--- src/rtl/eth_types_pkg.sv ---
// Shared Ethernet transmit-path types and constants.
package eth_types_pkg;

    // Minimum inter-frame gap in byte times.
    localparam int unsigned ETH_IFG_BYTES = 12;
    // Maximum untagged frame length in bytes (without preamble).
    localparam int unsigned ETH_MAX_FRAME = 1518;
    // Reference clocks per byte on RMII at 100 Mb/s (2 bits per clock).
    localparam int unsigned RMII_CLK_PER_BYTE = 4;

    // Transmit arbiter states.
    typedef enum logic [1:0] {
        IDLE  = 2'd0,
        XFER  = 2'd1,
        DRAIN = 2'd2,
        IFG   = 2'd3
    } tx_arb_state_t;

    // Width of an index into n items, never less than one bit.
    function automatic int unsigned idx_width(input int unsigned n);
        return (n > 1) ? $clog2(n) : 1;
    endfunction

endpackage

--- src/rtl/rr_picker.sv ---
// Combinational round-robin first-one finder: searches upward from last_grant+1 with wrap.
module rr_picker
    import eth_types_pkg::*;
#(
    parameter int unsigned NUM_SRC = 2,
    localparam int unsigned GW = idx_width(NUM_SRC)
) (
    input  logic [NUM_SRC-1:0] req,
    input  logic [GW-1:0]      last_grant,
    output logic [GW-1:0]      pick,
    output logic               any_req
);

    logic [2*NUM_SRC-1:0] req_dbl;
    logic [NUM_SRC-1:0]   req_rot;
    logic [GW:0]          rot_amt;

    // Rotate requests so bit 0 is the source just after last_grant, then take the lowest set bit.
    always_comb begin
        rot_amt = (GW+1)'(last_grant) + (GW+1)'(1);
        req_dbl = {req, req};
        req_rot = NUM_SRC'(req_dbl >> rot_amt);
        pick    = '0;
        any_req = 1'b0;
        for (int i = NUM_SRC - 1; i >= 0; i--) begin
            if (req_rot[i]) begin
                pick    = GW'((int'(last_grant) + 1 + i) % int'(NUM_SRC));
                any_req = 1'b1;
            end
        end
    end

endmodule

--- src/rtl/eth_tx_arbiter.sv ---
// Frame-atomic round-robin arbiter sharing the RMII transmit byte path between frame sources.
// Enforces the inter-frame gap, caps frame length and aborts frames whose source underruns.
module eth_tx_arbiter
    import eth_types_pkg::*;
#(
    parameter int unsigned NUM_SRC         = 2,
    parameter int unsigned IFG_CYCLES      = ETH_IFG_BYTES * RMII_CLK_PER_BYTE,
    parameter int unsigned MAX_FRAME_BYTES = ETH_MAX_FRAME,
    parameter int unsigned STALL_CYCLES    = 8,
    localparam int unsigned GW = idx_width(NUM_SRC)
) (
    input  logic                 clk,
    input  logic                 reset,
    input  logic [NUM_SRC*8-1:0] src_data,
    input  logic [NUM_SRC-1:0]   src_valid,
    input  logic [NUM_SRC-1:0]   src_last,
    output logic [NUM_SRC-1:0]   src_ready,
    output logic [7:0]           tx_byte,
    output logic                 tx_valid,
    output logic                 tx_last,
    input  logic                 tx_ready,
    output logic                 tx_abort,
    output logic [GW-1:0]        grant_id,
    output logic                 busy
);

    localparam int unsigned BCW = $clog2(MAX_FRAME_BYTES + 1);
    localparam int unsigned SCW = $clog2(STALL_CYCLES + 1);
    localparam int unsigned ICW = idx_width(IFG_CYCLES);

    tx_arb_state_t state;
    tx_arb_state_t state_next;

    logic [GW-1:0]  last_grant;
    logic [BCW-1:0] byte_cnt;
    logic [SCW-1:0] stall_cnt;
    logic [ICW-1:0] ifg_cnt;

    logic [GW-1:0]  pick;
    logic           any_req;

    logic [7:0]     sel_data;
    logic           sel_valid;
    logic           sel_last;

    logic           xfer_fire;
    logic           drain_fire;
    logic           abort_evt;
    logic           frame_done;

    // Round-robin choice among current requesters, lowest priority to the last finisher.
    rr_picker #(
        .NUM_SRC    (NUM_SRC)
    ) u_picker (
        .req        (src_valid),
        .last_grant (last_grant),
        .pick       (pick),
        .any_req    (any_req)
    );

    // Select the granted source's byte, valid and last.
    always_comb begin
        sel_data  = '0;
        sel_valid = 1'b0;
        sel_last  = 1'b0;
        for (int i = 0; i < NUM_SRC; i++) begin
            if (grant_id == GW'(i)) begin
                sel_data  = src_data[i*8 +: 8];
                sel_valid = src_valid[i];
                sel_last  = src_last[i];
            end
        end
    end

    assign xfer_fire  = (state == XFER)  && sel_valid && tx_ready;
    assign drain_fire = (state == DRAIN) && sel_valid;

    // State register; reset drops any frame in flight without an abort pulse.
    always_ff @(posedge clk or posedge reset) begin
        if (reset) begin
            state <= IDLE;
        end else begin
            state <= state_next;
        end
    end

    // Next-state logic plus the frame-end and abort events that drive the counters.
    always_comb begin
        state_next = state;
        abort_evt  = 1'b0;
        frame_done = 1'b0;
        case (state)
            IDLE: begin
                if (any_req) begin
                    state_next = XFER;
                end
            end
            XFER: begin
                if (xfer_fire && sel_last) begin
                    state_next = IFG;
                    frame_done = 1'b1;
                end else if (xfer_fire && (byte_cnt == BCW'(MAX_FRAME_BYTES - 1))) begin
                    state_next = DRAIN;
                    abort_evt  = 1'b1;
                end else if (!sel_valid && (stall_cnt == SCW'(STALL_CYCLES - 1))) begin
                    state_next = DRAIN;
                    abort_evt  = 1'b1;
                end
            end
            DRAIN: begin
                if (drain_fire && sel_last) begin
                    state_next = IFG;
                    frame_done = 1'b1;
                end
            end
            IFG: begin
                if (ifg_cnt == '0) begin
                    state_next = IDLE;
                end
            end
            default: begin
                state_next = IDLE;
            end
        endcase
    end

    // Byte-path outputs: pass-through in XFER, silent sink in DRAIN, quiet elsewhere.
    always_comb begin
        tx_byte   = '0;
        tx_valid  = 1'b0;
        tx_last   = 1'b0;
        src_ready = '0;
        busy      = (state != IDLE);
        case (state)
            XFER: begin
                tx_byte  = sel_data;
                tx_valid = sel_valid;
                tx_last  = sel_last;
                for (int i = 0; i < NUM_SRC; i++) begin
                    src_ready[i] = (grant_id == GW'(i)) && tx_ready;
                end
            end
            DRAIN: begin
                for (int i = 0; i < NUM_SRC; i++) begin
                    src_ready[i] = (grant_id == GW'(i));
                end
            end
            default: begin
            end
        endcase
    end

    // Grant register and fairness pointer.
    always_ff @(posedge clk or posedge reset) begin
        if (reset) begin
            grant_id   <= '0;
            last_grant <= GW'(NUM_SRC - 1);
        end else begin
            if ((state == IDLE) && any_req) begin
                grant_id <= pick;
            end
            if (frame_done || abort_evt) begin
                last_grant <= grant_id;
            end
        end
    end

    // One-cycle abort pulse toward the transmitter.
    always_ff @(posedge clk or posedge reset) begin
        if (reset) begin
            tx_abort <= 1'b0;
        end else begin
            tx_abort <= abort_evt;
        end
    end

    // Accepted-byte count for the frame in progress.
    always_ff @(posedge clk or posedge reset) begin
        if (reset) begin
            byte_cnt <= '0;
        end else if (state == IDLE) begin
            byte_cnt <= '0;
        end else if (xfer_fire) begin
            byte_cnt <= byte_cnt + BCW'(1);
        end
    end

    // Consecutive cycles the granted source has held valid low mid-frame.
    always_ff @(posedge clk or posedge reset) begin
        if (reset) begin
            stall_cnt <= '0;
        end else if (state == XFER) begin
            stall_cnt <= sel_valid ? '0 : stall_cnt + SCW'(1);
        end else begin
            stall_cnt <= '0;
        end
    end

    // Inter-frame gap countdown, loaded at every frame end including aborted ones.
    always_ff @(posedge clk or posedge reset) begin
        if (reset) begin
            ifg_cnt <= '0;
        end else if (frame_done) begin
            ifg_cnt <= ICW'(IFG_CYCLES - 1);
        end else if ((state == IFG) && (ifg_cnt != '0)) begin
            ifg_cnt <= ifg_cnt - ICW'(1);
        end
    end

endmodule

--- config.mk ---
export PLATFORM = sky130hd
export DESIGN_NAME = eth_tx_arbiter
export DESIGN_NICKNAME = d
export VERILOG_FILES = /design/src/rtl/eth_types_pkg.sv /design/src/rtl/rr_picker.sv /design/src/rtl/eth_tx_arbiter.sv
export SDC_FILE = /design/constraint.sdc
export NUM_CORES = 1
export LEC_CHECK = 0
export ABC_AREA = 0
export BUFFER_PORTS_ARGS = -buffer_cell sky130_fd_sc_hd__buf_2
export CORE_ASPECT_RATIO = 0.9
export CORE_MARGIN = 3
export CORE_UTILIZATION = 50
export CTS_CLUSTER_SIZE = 10
export DETAILED_ROUTE_END_ITERATION = 10
export GPL_TIMING_DRIVEN = 0
export PLACE_DENSITY = 0.75
export SYNTH_ARGS = -nofsm -noshare
export SYNTH_HDL_FRONTEND = slang
export SYNTH_SLANG_ARGS = --single-unit
export TNS_END_PERCENT = 5
--- constraint.sdc ---
create_clock -name clk -period 2.2 [get_ports clk]
set_input_delay 0.22 -clock clk [delete_from_list [all_inputs] [get_ports clk]]
set_output_delay 0.22 -clock clk [all_outputs]
set_load 0.02 [all_outputs]
==> results.md <==
- # rows: 18
- Worst-Margin Slew: between 0.9 and 1 ns
- Gate power share: 53.6%
- Final-report hold violation count: 0
- Req. time, crit path: 2.44 ns
- Sw Share: 42.8%
- WP data arrival: roughly 2.4 ns
- Ratio of cells with drive above 1 in the final layout: 26.6%
- Max-slew headroom: ~36%
- Worst setup startpoint: state[1]$_DFFE_PP0P_
- Max clock buf depth: 2
- Internal power: roughly 1.1 mW
- GRT overflow: 0
- Vias in the first global route: 1276
- Initial antenna violation count: 0
- Met2 Track Usage GR: between 30% and 40%
- # IOs: 38
- Vias/cell: approximately 5.2
- Residual DRC: 0
- Seq cells post-synth: 26
- Clock share of power: 12.0%
- Routed len/inst: 13.7 um
- Die area: 3820 um2
- Critical Path Fanout Max: 7
- Yosys warning total: 0
- # Max-Cap Violations: 0
- GR Util met3: 3.63%
- Final worst-path cycle share: between 90% and 100%
- Pwr dens: 1080 nW/um2
- GPL Wtd Cong: 0.796
- Endpoint class of the critical path: register
- Peak supply drop: about 0.54 mV
- Hold-fix buffers, CTS: 0
- Layout area overhead: 18.9%
- Critical Setup Path Class: register to register
- Largest net degree at the start of global routing: 27
- Sequential element share of the synthesized area: 41.9%
- Hpwl dp: 2680 um
- Leak Pwr: 0.879 nW
- Initial DRC Count: 57
- RSZ-0062 raised after global routing: true
- Drt first pass iters: 4
- Setup Viol. Count Final: 0
- Die W: 64.8 um
- Final WS setup: 0.0770 ns
- GRT Total Usage: between 10% and 20%
- CTS buffer count: 3
- Initial Utilization: between 50% and 60%
- Filler Cell Count: 251
- Finished Layout Cells: 243
- CTS tree: done
- Number of synthesized flops with an enable pin: 0
- Busiest grt layer: met2
- Die H: 58.9 um
- Final min period: 2.12 ns
- Clock skew: 0.0155 ns
- Clock Sinks: 26
- DR vias: 1267
- Status: finished clean
- NetSw: 0.856 mW
- Syn_nets: 194
- F_max: between 400 and 500 MHz
- First-pass GRT wire length: between 5000 and 6000 um
- CTS Root Cell: clkbuf_4
- ANT nets after route: 0
- Avg Inst Size Synth: around 9.6 um2
- Syn Inst Count: 162
- Reg2Reg Setup Slack: 0.08 ns
- H-tree depth: 1
- Worst skew pair latency: 0.32 ns
- IO Port Bufs: 37
- Final wirelength: 3320 um
- Ant diodes: 0
- Core Footprint: 2860 um2
- Top FF cell, synth: dfrtp_1
- Setup_tns: 0 ns
- Reg power frac: approximately 35%
- Reg-to-Reg Start: state[1]$_DFFE_PP0P_
- Post-synthesis cell type count: 38
- Fin nets: 236
- M1 GR Usage: 22.0%
- Post-synth ARST share: 100%
- Syn Std Cell Area: ~1600 um2
- Placed insts: 239
- Place WS: roughly 0.022 ns
- Worst Setup Start Kind: register
- Clock transition at the registers of the reported paths: 0.14 ns
- HP Class: primary input to asynchronous set/reset pin
- Max Slew Vio Count: 0
-- layer usage --
metal  share of wire, %  routed length [um]  vias to the layer above
li1                   -                   -                      634
met1                 45                1490                      616
met2                 52                1720                       15
met3                2.9                  95                        2
met4               0.36                  12                        0
met5                  0                   0                        -
-- layout by cell type (no fill, tap or decap), types with 2 or more instances in the layout --
master     n
buf_2     37
dfrtp_1   25
nand2_1   17
nor2_1    17
mux2i_1    9
xnor2_1    9
inv_1      9
nor2b_1    8
ha_1       8
xor2_1     6
mux2_2     5
clkbuf_1   4
o21ai_0    4
nand3_1    4
and2_1     4
or3_1      3
a21oi_1    3
clkbuf_4   3
nand4_1    2
nor4_1     2
a31oi_1    2
-- power by group through the flow --
stage                     Sequential [mW]  Combinational (mW)  Clock (mW)
after floorplan                     0.676               0.773           0
after global placement              0.678               0.999           0
after detailed placement            0.691                1.04           0
after CTS                           0.681                1.05       0.245
after global routing                0.698                1.19       0.261
final                               0.688                1.07       0.239
-- Yosys cell counts, types with 2 or more instances --
library cell | n | area share (%)
mux2_2 | 5 | 3.6
nand2_1 | 17 | 4.1
mux2i_1 | 9 | 5.8
xnor2_1 | 9 | 5.1
a31oi_1 | 2 | 0.80
nor2_1 | 18 | 4.3
or3_1 | 3 | 1.2
ha_1 | 9 | 7.2
nand4_1 | 2 | 0.80
a21oi_1 | 3 | 0.96
and2_1 | 4 | 1.6
nand3_1 | 4 | 1.3
inv_1 | 9 | 2.2
o21ai_0 | 4 | 1.3
dfrtp_1 | 25 | 40
nor2b_1 | 8 | 3.2
clkbuf_1 | 4 | 0.96
xor2_1 | 6 | 3.4
nor4_1 | 2 | 0.80
-- critical path, stage by stage, from the launching register on --
cell,delay (ns)
dfrtp_1,0.46
inv_1,0.13
ha_4,0.19
nand4_1,0.17
or4b_4,0.60
or3_1,0.36
a21oi_1,0.15
-- logic make-up after synthesis --
logic type / share of synthesized area (%)
compound gates: 7.32
xor+xnor: 8.44
fa+ha+maj: 7.23
buf+inv: 3.62
flops: 41.9
mux: 9.41
simple gates: 22.1
-- stage by stage --
stage / power (mW) / util, % / cell area (um2) / hold slack [ns]
2_1_floorplan: 1.45 / - / 1560 / 0.259
3_3_place_gp: 1.68 / 62.6 / 1790 / 0.444
3_5_place_dp: 1.73 / 62.6 / 1790 / 0.481
4_1_cts: 1.98 / 64.0 / 1830 / 0.117
5_1_grt: 2.15 / 64.7 / 1850 / 0.160
6_report: 2.00 / 64.7 / 1850 / 0.0840
-- what timing repair did --
item / in CTS / in global routing
pin swaps: 0 / 2
endpoints found under the setup margin: 1 / 5
buffers inserted: 0 / 0
resized for setup: 1 / 3
-- state kept, by name (all words and copies together) (netlist names) --
| signal | count |
|---|---|
| state | 2 |
| ifg_cnt | 6 |
| byte_cnt | 11 |
| tx_abort | 1 |
| grant_id | 1 |
| stall_cnt | 4 |
| last_grant | 1 |
-- layout make-up --
class                   count  area [um2]  area share [%]
plain buffers               5        22.5            1.22
multi-input cells         122         871            47.1
inverters                   9        33.8            1.83
repair buffers             37         185            10.0
flip-flops and latches     26         652            35.2
clock buffers               4        36.3            1.96
well taps                  40        50.0            2.70
-- path summary, 6_finish.rpt --
| path | to | cells past startpoint |
|---|---|---|
| worst max register to register | byte_cnt[7]$_DFFE_PP0P_ | 6 |
| worst min register to register | stall_cnt[0]$_DFF_PP0_ | 1 |
| max in group asynchronous | stall_cnt[0]$_DFF_PP0_ | 2 |
| worst max-delay path | byte_cnt[7]$_DFFE_PP0P_ | 6 |
| min in group clk | grant_id$_DFFE_PP0P_ | 2 |
| worst min-delay path | ifg_cnt[2]$_DFFE_PP0P_ | 2 |
Note: power is estimated with default switching activity, not from simulation.
